### config.mk
export PLATFORM = sky130hd
export DESIGN_NAME = grayscale_stream_ctrl
export DESIGN_NICKNAME = d
export VERILOG_FILES = /design/src/rtl/grayscale_stream_ctrl.sv
export SDC_FILE = /design/constraint.sdc
export NUM_CORES = 1
export LEC_CHECK = 0
export BUFFER_PORTS_ARGS = -buffer_cell sky130_fd_sc_hd__buf_2
export CORE_UTILIZATION = 35
export CTS_BUF_LIST = sky130_fd_sc_hd__clkbuf_4 sky130_fd_sc_hd__clkbuf_8 sky130_fd_sc_hd__clkbuf_16
export CTS_CLUSTER_SIZE = 12
export DETAILED_ROUTE_END_ITERATION = 8
export GPL_TIMING_DRIVEN = 0
export SYNTH_ARGS = -nofsm -noshare
export SYNTH_HDL_FRONTEND = slang
export SYNTH_HIERARCHICAL = 1
export SYNTH_SLANG_ARGS = --single-unit
### constraint.sdc
create_clock -name clock -period 5.5 [get_ports clock]
set_input_delay 0.55 -clock clock [delete_from_list [all_inputs] [get_ports clock]]
set_output_delay 0.55 -clock clock [all_outputs]
set_load 0.02 [all_outputs]
### src/rtl/grayscale_stream_ctrl.sv
// Frame sequencer that turns byte-swapped RGB565 pixel pairs into packed 8-bit grayscale words.
// Build option GRAYSCALE_THRESHOLD_EN adds a threshold port that turns each output byte into 8'hFF or 8'h00.

module rgb565_grayscale (
    input  logic [15:0] pixel,
    output logic [7:0]  gray
);
    logic [4:0]  r;
    logic [5:0]  g;
    logic [4:0]  b;
    logic [16:0] sum;
    logic [8:0]  scaled;

    // Halfword layout is {g[2:0], b[4:0], r[4:0], g[5:3]}.
    // Luma weights are near Rec.709, scaled by 256. Full white comes out slightly above 255, so the result is clamped.
    assign r      = pixel[7:3];
    assign g      = {pixel[2:0], pixel[15:13]};
    assign b      = pixel[12:8];
    assign sum    = 17'(r) * 17'd448 + 17'(g) * 17'd746 + 17'(b) * 17'd160;
    assign scaled = sum[16:8];
    assign gray   = scaled[8] ? 8'hFF : scaled[7:0];
endmodule

module grayscale_stream_ctrl #(
    parameter int LINE_PIXELS = 640,
    parameter int LINE_COUNT  = 480
) (
    input  logic        clock,
    input  logic        nReset,
    input  logic        enable,
    input  logic        frameStart,
    input  logic [31:0] pixelWord,
    input  logic        pixelValid,
    output logic        pixelReady,
    output logic [31:0] grayWord,
    output logic        grayValid,
    input  logic        grayReady,
    output logic        grayLast,
    output logic        busy,
    output logic        frameDone
`ifdef GRAYSCALE_THRESHOLD_EN
    ,
    input  logic [7:0]  threshold
`endif
);
    // state | meaning
    // IDLE  | waiting for frameStart while enable is high
    // LOW   | accepting the first word of a group; both gray bytes go into the holding register
    // HIGH  | accepting the second word of a group; a packed word is loaded into the output register
    // DRAIN | last word is loaded; waiting for the sink to take it

    localparam int WORDS = LINE_PIXELS * LINE_COUNT / 4;
    localparam int CW    = (WORDS > 1) ? $clog2(WORDS) : 1;
    localparam logic [CW-1:0] LAST_WORD = CW'(WORDS - 1);

    if ((LINE_PIXELS * LINE_COUNT) % 4 != 0) begin : g_bad_geometry
        $error("LINE_PIXELS*LINE_COUNT must be a multiple of 4");
    end

    typedef enum logic [1:0] {IDLE, LOW, HIGH, DRAIN} state_t;

    state_t        state;
    logic [CW-1:0] word_cnt;
    logic [15:0]   held;
    logic [7:0]    raw0;
    logic [7:0]    raw1;
    logic [7:0]    gray0;
    logic [7:0]    gray1;
    logic          accept;
    logic          out_taken;

    rgb565_grayscale u_conv0 (.pixel(pixelWord[15:0]),  .gray(raw0));
    rgb565_grayscale u_conv1 (.pixel(pixelWord[31:16]), .gray(raw1));

`ifdef GRAYSCALE_THRESHOLD_EN
    assign gray0 = (raw0 >= threshold) ? 8'hFF : 8'h00;
    assign gray1 = (raw1 >= threshold) ? 8'hFF : 8'h00;
`else
    assign gray0 = raw0;
    assign gray1 = raw1;
`endif

    // HIGH can take a new word in the same cycle the sink takes the current one.
    always_comb begin
        pixelReady = 1'b0;
        case (state)
            LOW:     pixelReady = 1'b1;
            HIGH:    pixelReady = !grayValid || grayReady;
            default: pixelReady = 1'b0;
        endcase
    end

    assign accept    = pixelValid && pixelReady;
    assign out_taken = grayValid && grayReady;
    assign busy      = (state != IDLE);

    always_ff @(posedge clock) begin
        if (!nReset) begin
            state     <= IDLE;
            word_cnt  <= '0;
            held      <= '0;
            grayWord  <= '0;
            grayValid <= 1'b0;
            grayLast  <= 1'b0;
            frameDone <= 1'b0;
        end else begin
            frameDone <= 1'b0;
            if (out_taken) begin
                grayValid <= 1'b0;
                grayLast  <= 1'b0;
            end
            case (state)
                IDLE: begin
                    if (frameStart && enable) state <= LOW;
                end
                LOW: begin
                    if (accept) begin
                        held  <= {gray1, gray0};
                        state <= HIGH;
                    end
                end
                HIGH: begin
                    if (accept) begin
                        grayWord  <= {gray1, gray0, held};
                        grayValid <= 1'b1;
                        grayLast  <= (word_cnt == LAST_WORD);
                        word_cnt  <= word_cnt + 1'b1;
                        state     <= (word_cnt == LAST_WORD) ? DRAIN : LOW;
                    end
                end
                DRAIN: begin
                    if (out_taken) begin
                        frameDone <= 1'b1;
                        word_cnt  <= '0;
                        state     <= IDLE;
                    end
                end
                default: state <= IDLE;
            endcase
        end
    end
endmodule

==> metrics <==
die area 20200 µm²; RSZ-0062 raised after global routing false; largest family of logic cells by synthesized area adder cells; Fin Hold WS 0.451 ns; status completed; Post-synth EDFFs 0; initial antenna violation count 0; post-detail-place hpwl about 12 mm; combinational power share 0.689; total routed wirelength 14.6 mm; pin count of the biggest net entering global routing 15; Seq cells post-synth 70; Core Area 19000 µm²; overall power 3.67 mW; post-synthesis compound-gate area fraction 0.161; Pint approximately 2.0 mW; hold buffer count at cts 0; metal2 WL 6.54 mm; Layout Skew 0.00581 ns; fin area 7860 µm²; met1 WL approximately 7.3 mm; ANT cells 0; CTS root buffer clkbuf_16; H-tree depth 3; Post-Synth XOR/XNOR Area 0.0472; drt pass-1 iters 4; kind of start point of the critical path input pin; number of unique standard cell types used by synthesis 68; GRT Overall Usage 0.156; Static Leak between 3 and 4 nW; switch share 0.463; vias in the first global route 5525; Nets 1089; most frequent cell after synthesis nand2_1; wire length on met3 approximately 570 µm; Clk pwr share 0.162; clock latency at the later pin of the worst-skew pair ~0.33 ns; DP Area 7560 µm²; sequential share of the synthesized area 0.204; die width 142 µm; post-synthesis mux area share 0.00437; Post-CTS Setup Inserts 0; worst min path class flip-flop to flip-flop; final setup vio count 0; Slew Limit Fails 0; Synth Area per Inst 8.44 µm²; GP Congestion 0.805; clk slew on worst S/H paths 0.06 ns; initial core utilization 0.362; critical path peak fanout 6; Syn Inst Count 814; Top Layer Used met4; Layout area overhead 14.5%; clk sinks 70; Hold Fails Final Rpt 0; Max VDD drop 0.354 mV; IO Pins 75; CP Class input pin to flip-flop; Adder-Cell Fraction of Synth Area 0.329; setup TNS 0 ns; layout cell share with drive strength beyond 1 0.142; number of max-cap violations 0; r2r setup slk 3.30 ns; pwr dens 466 nW/µm²; minimum clock period 5.04 ns; GRT overflow 0; row cnt 50; CP Data Arrival Time 5.23 ns; post-CTS resize count 0; Layout Utilization 0.415; Netlist Area Pre-Place 6870 µm²; area leader, netlist dfxtp_1; sequential power share 0.150; Synth warnings 6; fin crit share 0.916; WL per Instance 12.6 µm; Post-DRT Antenna Nets 0; CP required 5.69 ns; Async SR Flop Fraction 0; Synth top cells by count nand2_1, ha_1, inv_1, a21oi_1, dfxtp_1; Die Y roughly 140 µm; ranking of synthesized cells by area dfxtp_1, ha_1, fa_1, a21oi_1, nand2_1; I/O Buffers 73; Num CTS Buffers 9; CP Capture Type flip-flop; Most used DFF post-synth dfxtp_1; Synth Net Count 1005; Vias/cell a little under 5; initial DRC count 251; Remaining DRCs 0; switching pwr 1.70 mW; TritonCTS clock tree done; clock buffer depth 2; first-pass GRT wire length 25.6 mm; worst slew pin tran 0.663 ns; Simple-Gate Fraction of Synth Area 0.182; Synth top area share 0.204; Slew HR 0.558; vias 5607; Fmax 198 MHz
==> per-layer routing <==
layer	GRT usage	vias to the layer above
met5	0	-
met4	0.0385	0
met3	0.0306	12
met2	0.259	81
met1	0.208	2596
li1	-	2918
==> kinds of logic after synthesis <==
kind of cell / count (synthesis)
compound gates: 177
xor+xnor: 37
fa+ha+maj: 153
buf+inv: 125
flops: 70
mux: 3
simple gates: 249
==> registers in the layout (all words and copies together) (netlist names) <==
register	cells
held	16
state	2
frameDone	1
word_cnt	17
grayLast	1
grayValid	1
grayWord	32
==> power by group through the flow <==
stage	Clock [mW]	Sequential (mW)	Combinational (mW)
6_report	0.592	0.549	2.52
5_1_grt	0.629	0.552	2.90
4_1_cts	0.608	0.549	2.55
3_5_place_dp	0	0.560	2.53
3_3_place_gp	0	0.559	2.53
2_1_floorplan	0	0.560	2.06
==> layout by cell type (no fill, tap or decap), types with 5 or more instances in the layout <==
master     netlist  layout
nand2_1        110     110
ha_1           107     107
inv_1          102     102
a21oi_1         90      90
buf_2            4      77
dfxtp_1         70      70
fa_1            46      46
nor2_1          36      36
xor2_1          22      22
nand2b_1        19      19
o21ai_0         18      18
nand3_1         15      15
a21o_1          15      15
xnor2_1         15      15
clkbuf_1        12      12
a31oi_1         10      10
clkbuf_16        0       9
nor2b_1          8       8
nor3_1           8       8
and2_1           7       7
nand4_1          6       6
buf_4            5       5
or3_1            5       5
nand2_2          5       5
o211ai_1         5       5
o21bai_1         5       5
o21a_1           5       5
==> layout make-up <==
| cell class | instances | area (µm²) |
|---|---|---|
| plain buffers | 22 | 108 |
| clock buffers | 9 | 225 |
| clock inverters | 7 | 80.1 |
| fillers | 1947 | 11100 |
| inverters | 103 | 387 |
| multi-input cells | 619 | 4970 |
| flip-flops and latches | 70 | 1400 |
| well taps | 260 | 325 |
| repair buffers | 73 | 365 |
==> final timing paths <==
check,from,endpoint,depth (start not counted)
min reg2reg,held[0],grayWord[0],2
max,pixelWord[14],grayWord[21],25
min,held[0],grayWord[0],2
max reg2reg,state[0],word_cnt[6],7
==> critical path, cell delays in order <==
cell	delay, ns
buf_2	0.15
inv_1	0.07
fa_1	0.50
inv_1	0.04
ha_1	0.16
nor2_1	0.16
fa_1	0.43
inv_1	0.07
ha_1	0.27
o21ai_2	0.21
a21oi_1	0.08
o21ai_0	0.15
nand2b_1	0.10
xnor2_1	0.17
fa_1	0.54
inv_1	0.04
ha_1	0.36
a21oi_1	0.17
o21bai_1	0.10
a21oi_1	0.31
a21boi_4	0.11
o21bai_4	0.23
nand2_2	0.12
nand2_1	0.08
a21oi_1	0.06
==> through the flow <==
| step | worst slack, ns | instances |
|---|---|---|
| floorplan | 0.632 | 814 |
| global placement | 0.0812 | 1147 |
| detailed placement | 0.0915 | 1147 |
| CTS | 0.432 | 1163 |
| global route | 0.0245 | 1163 |
| finish | 0.461 | 1163 |
Note: power is estimated with default switching activity, not from simulation.
